==> config.mk <==
export PLATFORM = sky130hd
export DESIGN_NAME = bnn_sequencer
export DESIGN_NICKNAME = d
export VERILOG_FILES = /design/src/rtl/bnn_pkg.sv /design/src/rtl/bnn_stage_timer.sv /design/src/rtl/bnn_sequencer.sv
export SDC_FILE = /design/constraint.sdc
export NUM_CORES = 1
export LEC_CHECK = 0
export ABC_AREA = 1
export CAP_MARGIN = 15
export CORE_MARGIN = 1.5
export CORE_UTILIZATION = 30
export CTS_BUF_LIST = sky130_fd_sc_hd__clkbuf_8
export DETAILED_ROUTE_END_ITERATION = 7
export PLACE_DENSITY = 0.47
export SYNTH_ARGS = -nofsm -noshare
export SYNTH_HDL_FRONTEND = slang
export SYNTH_SLANG_ARGS = --single-unit
==> constraint.sdc <==
create_clock -name clk -period 2.26 [get_ports clk]
set_clock_uncertainty 0.2 [all_clocks]
set_input_delay 0.678 -clock clk [delete_from_list [all_inputs] [get_ports clk]]
set_output_delay 0.678 -clock clk [all_outputs]
set_load 0.05 [all_outputs]
==> src/rtl/bnn_pkg.sv <==
// rtl/bnn_pkg.sv - shared stage codes and defaults for the MNIST BNN datapath
// Purpose: defines the stage code every datapath block decodes, plus the
//          default widths of the sequencer's watchdog and cycle counter.
// Ports:   none (package).
package bnn_pkg;

  localparam int BNN_TIMEOUT_W = 12;
  localparam int BNN_PERF_W    = 16;

  typedef enum logic [2:0] {
    ST_IDLE = 3'd0,
    ST_LOAD = 3'd1,
    ST_L1   = 3'd2,
    ST_L2   = 3'd3,
    ST_L3   = 3'd4,
    ST_DONE = 3'd5,
    ST_ERR  = 3'd6
  } bnn_stage_t;

  function automatic logic stage_is_busy(input bnn_stage_t s);
    return (s == ST_LOAD) || (s == ST_L1) || (s == ST_L2) || (s == ST_L3);
  endfunction

endpackage

==> src/rtl/bnn_stage_timer.sv <==
// rtl/bnn_stage_timer.sv - per-stage watchdog timer
// Purpose: counts cycles spent in one stage; flags the 2^W-1'th running cycle.
// Ports:   clk     in  clock, rising edge
//          rst_n   in  asynchronous active-low reset
//          clear   in  stage is changing; restart from zero next cycle
//          run     in  count this cycle
//          expired out this is the (2^W-1)'th running cycle of the stage
module bnn_stage_timer #(
  parameter int W = 12
) (
  input  logic clk,
  input  logic rst_n,
  input  logic clear,
  input  logic run,
  output logic expired
);

  localparam logic [W-1:0] LAST = {{(W-1){1'b1}}, 1'b0};

  logic [W-1:0] cnt_q, cnt_d;

  // cnt_q holds the number of earlier running cycles in this stage, so the
  // current cycle is number cnt_q+1; expiry is flagged on cycle 2^W-1.
  assign expired = run && (cnt_q == LAST);

  always_comb begin
    cnt_d = cnt_q;
    if (clear) begin
      cnt_d = '0;
    end else if (run && (cnt_q != '1)) begin
      cnt_d = cnt_q + W'(1);
    end
  end

  always_ff @(posedge clk or negedge rst_n) begin
    if (!rst_n) begin
      cnt_q <= '0;
    end else begin
      cnt_q <= cnt_d;
    end
  end

endmodule

==> src/rtl/bnn_sequencer.sv <==
// rtl/bnn_sequencer.sv - start/busy/done inference controller for the MNIST BNN
// Purpose: steps the datapath IDLE->LOAD->L1->L2->L3->DONE, latches the answer,
//          counts busy cycles of each inference.
// Option:  BNN_SEQ_WATCHDOG_EN builds a per-stage watchdog that traps to ERR.
// Ports:   clk, rst_n (async active-low); start, abort, err_clr requests;
//          load_done, layer1_done, layer2_done, layer3_done stage done levels;
//          answer_in class index; outputs state, busy, result_valid, answer,
//          error, err_stage, perf_cycles (all registered).
module bnn_sequencer
  import bnn_pkg::*;
#(
  parameter int TIMEOUT_W = BNN_TIMEOUT_W,
  parameter int PERF_W    = BNN_PERF_W
) (
  input  logic              clk,
  input  logic              rst_n,
  input  logic              start,
  input  logic              abort,
  input  logic              err_clr,
  input  logic              load_done,
  input  logic              layer1_done,
  input  logic              layer2_done,
  input  logic              layer3_done,
  input  logic [3:0]        answer_in,
  output logic [2:0]        state,
  output logic              busy,
  output logic              result_valid,
  output logic [3:0]        answer,
  output logic              error,
  output logic [2:0]        err_stage,
  output logic [PERF_W-1:0] perf_cycles
);

  bnn_stage_t        state_q, state_d;
  logic              busy_q, busy_d;
  logic              result_valid_q, result_valid_d;
  logic [3:0]        answer_q, answer_d;
  logic              error_q, error_d;
  logic [2:0]        err_stage_q, err_stage_d;
  logic [PERF_W-1:0] cnt_q, cnt_d;
  logic [PERF_W-1:0] perf_q, perf_d;
  logic [PERF_W-1:0] cnt_inc;
  logic              stage_done;
  logic              capture;
  logic              timeout;

`ifdef BNN_SEQ_WATCHDOG_EN
  bnn_stage_timer #(.W(TIMEOUT_W)) u_timer (
    .clk     (clk),
    .rst_n   (rst_n),
    .clear   (state_d != state_q),
    .run     (busy_q),
    .expired (timeout)
  );
`else
  // No watchdog: timeout is constant 0 (the width parameter stays referenced
  // so both builds share one parameter list).
  assign timeout = (TIMEOUT_W < 0);
`endif

  always_comb begin
    // Only the done line belonging to the current stage is honoured.
    case (state_q)
      ST_LOAD: stage_done = load_done;
      ST_L1:   stage_done = layer1_done;
      ST_L2:   stage_done = layer2_done;
      ST_L3:   stage_done = layer3_done;
      default: stage_done = 1'b0;
    endcase

    state_d = state_q;
    case (state_q)
      ST_IDLE, ST_DONE: if (start) state_d = ST_LOAD;
      ST_LOAD, ST_L1, ST_L2, ST_L3: begin
        // abort beats done, done beats a same-cycle timeout
        if (abort)           state_d = ST_IDLE;
        else if (stage_done) state_d = bnn_stage_t'(state_q + 3'd1);
        else if (timeout)    state_d = ST_ERR;
      end
      ST_ERR:  if (err_clr) state_d = ST_IDLE;
      default: state_d = ST_IDLE;
    endcase

    capture        = (state_q == ST_L3) && (state_d == ST_DONE);
    busy_d         = stage_is_busy(state_d);
    result_valid_d = (state_d == ST_DONE);
    answer_d       = capture ? answer_in : answer_q;

    cnt_inc = (cnt_q == '1) ? cnt_q : cnt_q + PERF_W'(1);
    cnt_d   = cnt_q;
    if ((state_d == ST_LOAD) && (state_q != ST_LOAD)) begin
      cnt_d = '0;
    end else if (busy_q) begin
      cnt_d = cnt_inc;
    end
    // The capture includes the final L3 cycle itself.
    perf_d = capture ? cnt_inc : perf_q;

`ifdef BNN_SEQ_WATCHDOG_EN
    error_d     = error_q;
    err_stage_d = err_stage_q;
    if ((state_d == ST_ERR) && (state_q != ST_ERR)) begin
      error_d     = 1'b1;
      err_stage_d = state_q;
    end else if ((state_q == ST_ERR) && (state_d != ST_ERR)) begin
      error_d     = 1'b0;
      err_stage_d = 3'd0;
    end
`else
    error_d     = 1'b0;
    err_stage_d = 3'd0;
`endif
  end

  always_ff @(posedge clk or negedge rst_n) begin
    if (!rst_n) begin
      state_q        <= ST_IDLE;
      busy_q         <= 1'b0;
      result_valid_q <= 1'b0;
      answer_q       <= 4'd0;
      error_q        <= 1'b0;
      err_stage_q    <= 3'd0;
      cnt_q          <= '0;
      perf_q         <= '0;
    end else begin
      state_q        <= state_d;
      busy_q         <= busy_d;
      result_valid_q <= result_valid_d;
      answer_q       <= answer_d;
      error_q        <= error_d;
      err_stage_q    <= err_stage_d;
      cnt_q          <= cnt_d;
      perf_q         <= perf_d;
    end
  end

  assign state        = state_q;
  assign busy         = busy_q;
  assign result_valid = result_valid_q;
  assign answer       = answer_q;
  assign error        = error_q;
  assign err_stage    = err_stage_q;
  assign perf_cycles  = perf_q;

endmodule

==> Implementation_results.wiki <==
{| class="wikitable"
! Metric !! Value
|-
| Worst Path Max Fanout || 5
|-
| Achievable clock frequency || 450 MHz
|-
| Total congestion overflow || 0
|-
| CP Data Arrival Time || 2220 ps
|-
| Number of hold-repair buffers added at the cts stage || 0
|-
| Total half-perimeter wirelength after legalization and detailed placement || 4520 um
|-
| Logic pwr share || 64.7%
|-
| ANT nets after route || 0
|-
| Proportion of total power due to net switching || 47.3%
|-
| Share of the clock period used by the worst path after layout || 98.4%
|-
| Port bufs || 37
|-
| TritonCTS clock tree || built
|-
| Synthesized netlist cell count || 324
|-
| Number of antenna violations at the first check in global routing || 0
|-
| Total CTS buffers || 5
|-
| Hold Crit Class || in -> async
|-
| Finished layout cell area || 3480 um2
|-
| Clock Sinks || 41
|-
| Worst supply voltage drop on vdd || 898 uV
|-
| Setup violations, final || 0
|-
| Power Internal || 2.17 mW
|-
| CP required || 2250 ps
|-
| Post-synth EDFFs || 0
|-
| Via count of the first global-routing pass || 2157
|-
| Site Rows || 33
|-
| Sequential share of the synthesized area || 40.9%
|-
| Sum of negative setup slack || 0 ps
|-
| Switching power summed over all nets || 1.95 mW
|-
| Post-synth cell types || 32
|-
| Number of flip-flops and latches in the synthesized netlist || 41
|-
| Top flip-flop cell by instance count after synthesis || sky130_fd_sc_hd__dfrtp_1
|-
| Post-layout net count || 409
|-
| Area of the die || 8920 um2
|-
| Async set-or-reset flop fraction in the synthesized netlist || 100%
|-
| Htree depth || 2
|-
| Clock transition at the register clock pins on the worst setup and hold paths after CTS || 80 ps
|-
| Wire length of the first global-routing pass || 10500 um
|-
| Tot GR Track Use || 15.2%
|-
| Placer Congestion || 0.884
|-
| Filler Cell Count || 822
|-
| Clock latency reported for the late side of the worst-skew pair || 290 ps
|-
| Netlist area before placement || 2510 um2
|-
| Share of power burned in registers || 23.1%
|-
| Bufs on Longest Clock Path || 2
|-
| Synth-to-layout area growth || 38.7%
|-
| Instance area at placement || 3070 um2
|-
| Endpoint kind of the worst setup timing path || register
|-
| Count of warnings emitted by yosys || 0
|-
| Die boundary width || 94.4 um
|-
| Chip Height || 94.4 um
|-
| Initial standard-cell utilization of the core || 30.7%
|-
| Pin count of the biggest net entering global routing || 28
|-
| Outcome || complete, no violations
|-
| Leading cell type in the layout, fill and taps excluded || sky130_fd_sc_hd__nand2_1
|-
| WL final || 6570 um
|-
| Via density per instance || 4.55
|-
| Drt wl/cell || 13.3 um
|-
| Detailed-route DRC error count || 0
|-
| Most frequent cells in the layout || sky130_fd_sc_hd__nand2_1 (98), sky130_fd_sc_hd__buf_4 (46), sky130_fd_sc_hd__dfrtp_1 (38)
|-
| Final Non-Filler Cells || 495
|-
| Placeable Area || 8180 um2
|-
| Final number of max-transition violations || 0
|-
| Minimum clock period after layout || 2220 ps
|-
| Pleak || 1.77 nW
|-
| Fraction of layout cells with a size suffix above 1 || 32.8%
|-
| Total power || 4.12 mW
|-
| Num ports || 42
|-
| Crit Path Class || reg -> reg
|-
| Mean instance size in the synthesized netlist || 7.74 um2
|-
| Type of element launching the critical path || register
|-
| Via total after detailed routing || 2251
|-
| Final count of hold timing violations || 0
|-
| Clock share of power || 12.2%
|-
| First-pass DRT Iterations || 4
|-
| Number of placed instances with taps included || 476
|-
| Clock Root Buffer || sky130_fd_sc_hd__clkbuf_8
|-
| Power density normalized to cell area || 1190 nW/um2
|-
| Antenna Cells || 0
|-
| Max-Cap Viols || 0
|-
| Initial detailed-routing violation count || 76
|}
==> power by group through the flow <==
stage / registers [mW] / clock network (mW) / logic (mW)
2_1_floorplan: 1.28 / 0 / 1.08
3_3_place_gp: 0.965 / 0 / 2.06
3_5_place_dp: 0.961 / 0 / 2.06
4_1_cts: 0.951 / 0.524 / 2.14
5_1_grt: 0.971 / 0.551 / 2.84
6_report: 0.952 / 0.502 / 2.67
==> sequential cells by signal (all words and copies together) (netlist names) <==
name,count
answer,4
busy,1
cnt_q,16
perf_cycles,16
result_valid,1
state,3
==> through the flow <==
step / util [%] / hold slack [ps] / worst slack [ps]
detailed placement: 37.5 / 267 / -323
global route: 42.5 / 107 / -49.7
finish: 42.5 / 93.0 / 36.4
floorplan: - / 182 / 18.9
global placement: 37.5 / 266 / -290
CTS: 39.0 / 95.3 / 1.69
==> cells in the mapped netlist (4+ instances only) <==
cell                       number  area share (%)
sky130_fd_sc_hd__nand2_2        5             1.2
sky130_fd_sc_hd__xor2_1        10             3.5
sky130_fd_sc_hd__o21ai_0        5             1.0
sky130_fd_sc_hd__buf_2          4            0.80
sky130_fd_sc_hd__nor2_2        11             2.7
sky130_fd_sc_hd__nand2_1      104              16
sky130_fd_sc_hd__nand3_2       10             4.0
sky130_fd_sc_hd__clkbuf_1       4            0.60
sky130_fd_sc_hd__buf_4          4             1.2
sky130_fd_sc_hd__nor2_1        22             3.3
sky130_fd_sc_hd__a21oi_1       14             2.8
sky130_fd_sc_hd__nand3_1       23             4.6
sky130_fd_sc_hd__nand4_1        4             1.0
sky130_fd_sc_hd__ha_1           6             3.0
sky130_fd_sc_hd__nor3_1         5             1.0
sky130_fd_sc_hd__inv_1         30             4.5
sky130_fd_sc_hd__dfrtp_1       41              41
==> worst max-delay path, cell delays in order, from the launching register on <==
cell and delay [ps]:
sky130_fd_sc_hd__dfrtp_2 440, sky130_fd_sc_hd__buf_4 150, sky130_fd_sc_hd__ha_4 160, sky130_fd_sc_hd__nand3_1 100, sky130_fd_sc_hd__nand2_2 110, sky130_fd_sc_hd__nor2_4 150, sky130_fd_sc_hd__buf_4 120, sky130_fd_sc_hd__nand2_2 60
sky130_fd_sc_hd__nand2_4 90, sky130_fd_sc_hd__nand4_1 140, sky130_fd_sc_hd__buf_6 160, sky130_fd_sc_hd__buf_4 150, sky130_fd_sc_hd__nand2_1 50, sky130_fd_sc_hd__nand2_1 50
==> final timing paths <==
| check | from | to | slack [ps] | depth (start not counted) |
|---|---|---|---|---|
| worst max-delay path | state[1] | perf_cycles[10] | 40 | 13 |
| worst min-delay path | rst_n | perf_cycles[14] | 90 | 1 |
| worst max register to register | state[1] | perf_cycles[10] | 40 | 13 |
| worst min register to register | perf_cycles[6] | perf_cycles[6] | 280 | 2 |
| max in group asynchronous | rst_n | state[1] | 1280 | 2 |
| min in group clk | perf_cycles[6] | perf_cycles[6] | 280 | 2 |
==> metal layers <==
| layer | part of all wire, % | global-route usage [%] |
|---|---|---|
| met3 | 2.7 | 2.58 |
| met5 | 0 | 0 |
| met2 | 48 | 24.5 |
| met1 | 49 | 20.9 |
| met4 | 0.87 | 4.23 |
==> area by class of cell <==
type                    instances  area (um2)  share of cell area [%]
clock buffers                   6        82.6                    2.37
inverters                      33         131                    3.78
multi-input cells             240        1430                    41.1
flip-flops and latches         41        1030                    29.6
clock inverters                 1        7.51                   0.216
repair buffers                 69         667                    19.2
well taps                     105         131                    3.78
==> logic make-up after synthesis <==
family / count (synthesis) / share of synthesized area (%)
AO/OA/AOI/OAI: 26 / 5.84
XOR/XNOR: 10 / 3.49
adder cells (fa/ha/maj): 6 / 2.99
buffers and inverters: 48 / 9.33
flip-flops: 41 / 40.9
other: 1 / 0.149
AND/OR/NAND/NOR: 192 / 37.3
==> repair_timing <==
| action | in CTS | in global routing |
|---|---|---|
| pin swaps | 1 | 15 |
| setup endpoints to repair | 19 | 36 |
| gates resized for setup | 0 | 44 |
| cloned | 1 | 3 |
| buffers inserted | 1 | 7 |
Power figures use the tool's default switching activity.
==> RTL change 1: new RTL, config.mk and constraints unchanged <==
Set the package constant `BNN_PERF_W` to 32 (it was 16).
--- a/src/rtl/bnn_pkg.sv
+++ b/src/rtl/bnn_pkg.sv
@@ -6,5 +6,5 @@
 
   localparam int BNN_TIMEOUT_W = 12;
-  localparam int BNN_PERF_W    = 16;
+  localparam int BNN_PERF_W    = 32;
 
   typedef enum logic [2:0] {
Interface: changed (resized perf_cycles); port bits go from 42 to 58. The function was not compared with the original's and may differ.
==> RTL change 1 against the unedited design <==
The flow now finishes with violations (setup timing). Worst setup slack got worse by 0.076 ns. Design area rose by 67%. Non-clock buffer count rose by 36. Routed wire length rose by 98%. Count of clock-buffer cells in the layout rose by 4. Sequential cell count rose by 32. Via count rose by 84%. Total power rose by 43%. Synthesized area rose by 71%. Combinational power rose by 14%. Critical endpoint is now perf_cycles[17]$_DFFE_PN0P_. Highest routed layer unchanged.
==> RTL change 1: results (changes against the unedited design) <==
* Status: finished with violations
* Violated checks: setup timing
* Commonest cells post-synth: nand2_1, nor2_1, dfrtp_1, nand3_1, inv_1
* Xor/xnor share of the synthesized area at 0.02649 (-0.008421)
* First-pass GRT wire length at 20840 µm (+99%)
* Adder-cell share of the synthesized area at 0.01747 (-0.01246)
* Synth top area cells: dfrtp_1, nand2_1, nor2_1
* Clock share of power at 0.194 (+0.072)
* Post-route setup TNS at -0.3041 ns (-0.3041 ns)
* Pwr Total at 5.900 mW (+43%)
* RR Startpoint: state[0]$_DFF_PN0_
* Layout cells sized above 1 at 0.2354 (-0.09283)
* Final wirelength at 13020 µm (+98%)
* Post-synthesis cell count at 620 (+91%)
* Placement Setup Slack at -0.2937 ns (+0.02909 ns)
* CTS Buf Count at 9 (+4)
* Post-synthesis mux area share at 0 (unchanged)
* Largest net degree at the start of global routing at 46 (+64%)
* Fin cells at 898 (+81%)
* Switch share at 0.4357 (-0.03680)
* Initial antenna violation count at 0 (unchanged)
* Hold Path Class: reg2reg
* R2R cell count at 14 (+1)
* Placed Area at 5165 µm² (+68%)
* Static leakage at 2.888 nW (+63%)
* Combinational share of power at 0.515 (-0.132)
* Vias in the first global route at 4014 (+86%)
* DPL Wire Length at 9127 µm (+100%)
* Via/cell ratio at 4.617 (+1.5%)
* Clock Latency Late Sink at 0.37 ns (+0.08 ns)
* Final WS setup at -0.04011 ns (-0.07648 ns)
* Dpl cells at 864 (+82%)
* Max FO, Critical Path at 8 (+3)
* IO buf count at 53 (+43%)
* Total track usage at 0.1796 (+0.02754)
* Reg2reg end: perf_cycles[17]$_DFFE_PN0P_
* Compound-Gate Fraction of Synth Area at 0.05852 (+0.0001612)
* Final #Nets at 733 (+79%)
* H-tree Lvls at 3 (+1)
* Netlist cell types at 37 (+16%)
* Finish-stage setup viols at 16 (+16)
* Seq/Total Area, Yosys at 0.4250 (+0.01606)
* Max VDD drop at 0.0005818 V (-35%)
## RTL change 1: changes by cell type after synthesis, moves of 3 or more
cell	unedited run	this run
nor2_1	22	109
nor2_2	11	2
buf_1	0	4
dfrtp_1	41	73
a21oi_1	14	23
nand3_1	23	54
clkbuf_1	4	7
nand3_2	10	4
o21ai_0	5	14
nand2_1	104	219
inv_1	30	44
## RTL change 1: routing by layer
metal	vias up	track usage	routed length, µm
met4	0	0.06105	188
met5	-	0	0
li1	2124	-	-
met1	1934	0.2584	6504
met2	76	0.2753	5934
met3	12	0.02509	396
## RTL change 1: repair_timing
item	4_1_cts	5_1_grt
gates resized for setup	10	50
endpoints found under the hold margin	6	0
setup endpoints to repair	31	70
setup buffers	8	9
cloned	1	1
pin swaps	1	25
hold buffers	1	0
## RTL change 1: how the worst max path moves through the flow
stage                     cells after the start                           to          startpoint  slack [ns]
final                                        14  perf_cycles[17]$_DFFE_PN0P_  state[0]$_DFF_PN0_       -0.04
after global routing                         14  perf_cycles[27]$_DFFE_PN0P_  state[1]$_DFF_PN0_       -0.11
after CTS                                    12   perf_cycles[0]$_DFFE_PN0P_  state[0]$_DFF_PN0_       -0.01
after detailed placement                     12  perf_cycles[11]$_DFFE_PN0P_         layer3_done       -0.29
after global placement                       12  perf_cycles[11]$_DFFE_PN0P_         layer3_done       -0.28
after floorplan                              12         cnt_q[0]$_DFFE_PN0P_  state[1]$_DFF_PN0_        0.01
## RTL change 1: cell families (layout without fill, tap and decap cells)
group | count (synthesis) | count (layout)
flops | 73 | 73
xor+xnor | 13 | 13
compound gates | 47 | 47
fa+ha+maj | 6 | 6
simple gates | 407 | 407
other cells | 1 | 4
buf+inv | 73 | 168
## RTL change 1: stage by stage
step	util	hold slack [ns]
after floorplan	-	0.1824
after global placement	0.3707	0.2659
after detailed placement	0.3707	0.2666
after CTS	0.3975	0.2884
after global routing	0.4169	0.3120
final	0.4169	0.2774
## RTL change 1: cell type report
class | instances | area [µm²]
repair buffers | 105 | 978.4
clock inverters | 5 | 72.57
inverters | 48 | 190.2
fillers | 1446 | 8125
flip-flops and latches | 73 | 1832
multi-input cells | 477 | 2374
well taps | 180 | 225.2
clock buffers | 10 | 137.6
## RTL change 1: worst max-delay path, cell delays in order (launching register included)
cell       delay, ns
dfrtp_2         0.46
ha_4            0.18
ha_2            0.18
nand2_2         0.08
nand2_4         0.08
o21bai_1        0.14
nand2_1         0.07
nand2_1         0.09
nand2_2         0.09
nand2_4         0.13
nor2_8          0.06
buf_12          0.13
clkbuf_16       0.16
nand3_1         0.07
nand2_1         0.05
==> RTL change 2: new RTL, same flow settings <==
Made on the original files. Make the reset (`rst_n`) synchronous in one clocked block. Comments in the files are not updated.
--- a/src/rtl/bnn_sequencer.sv
+++ b/src/rtl/bnn_sequencer.sv
@@ -113,5 +113,5 @@
   end
 
-  always_ff @(posedge clk or negedge rst_n) begin
+  always_ff @(posedge clk) begin
     if (!rst_n) begin
       state_q        <= ST_IDLE;
Formal check against the unedited RTL: differs if rst_n is asserted again (counterexample within 4 cycles, from zero or initial values and one cycle with rst_n low); with rst_n held inactive, the same outputs for 10 cycles.
==> RTL change 2 against the unedited design <==
The run now ends with setup timing left. Critical path type is now in2reg. Sequential cell count unchanged. Design area shrank 11%. Sequential share of layout area fell by 2.9 points. Worst setup slack lost 0.054 ns. Routed wire length down 19%. Synthesized area down 6.0%. Critical path depth rose by 2.
Power is not compared: it rests on default switching activity, and its combinational part moved more than twofold at a synthesized area within 25%.
==> RTL change 2: results (changes against the unedited design) <==
* Data buffer area share at 0.1556 (-0.03608)
* First-pass GRT wire length at 9004 µm (-14%)
* Via/cell ratio at 4.188 (-7.9%)
* Dpl cells at 502 (+5.5%)
* R2R cell count at 15 (+2)
* Xor/xnor share of the synthesized area at 0.01858 (-0.01634)
* Violated checks: setup timing
* Seq/total area at 0.2673 (-0.02871)
* Post-synthesis mux area share at 0.004246 (+0.004246)
* DR iter-0 viols at 140 (+84%)
* Layout cells sized above 1 at 0.2073 (-0.1209)
* Metal3 WL at 215 µm (+19%)
* Routed length on met2 at 2248 µm (-28%)
* Status: finished with violations
* Post-Syn Area at 2357 µm² (-6.0%)
* WS Path Type: in2reg
* Finish-stage setup viols at 10 (+10)
* Fill count at 817 (-0.61%)
* Netlist cell types at 33 (+3.1%)
* Vias in the first global route at 1972 (-8.6%)
* Reg2reg end: perf_cycles[0]$_SDFFE_PN0P_
* Hold WS at 0.2869 ns (+0.1938 ns)
* Global-route met3 utilization at 0.02902 (+0.003257)
* Final WS setup at -0.01751 ns (-0.05388 ns)
* Placement Setup Slack at -0.3128 ns (+0.01001 ns)
* Area occupied by multi-input gates at 1330 µm² (-6.9%)
* Placed Area at 2835 µm² (-7.5%)
* DPL Wire Length at 3940 µm (-13%)
RTL change 2: cell types whose count changed in the layout (fill, tap and decap cells not counted), sizes merged, moves of 6 or more:
cell   change
buf       -17
dfrtp     -41
dfxtp     +41
inv       +19
nand2     -24
nand3     -15
nor2      +46
nor3       +6
xor2       -7
RTL change 2: power breakdown:
part / leakage [nW] / internal, mW / switching (mW) / total [mW]
Combinational: 0.967 / 0.0927 / 0.156 / 0.249
Sequential: 0.333 / 0.729 / 0.0152 / 0.744
Clock: 0.0687 / 0.445 / 0.280 / 0.725
Total: 1.37 / 1.27 / 0.451 / 1.72
RTL change 2: kinds of logic after synthesis:
logic type               after synthesis
AO/OA/AOI/OAI                         34
XOR/XNOR                               5
other                                  1
flip-flops                            41
adder cells (fa/ha/maj)                6
buffers and inverters                 65
AND/OR/NAND/NOR                      208
multiplexers                           1
RTL change 2: worst max-delay path, delay by kind of cell:
kind | cells | cell delay [ns]
and+or+nand+nor | 11 | 0.87
buffers and inverters | 4 | 0.73
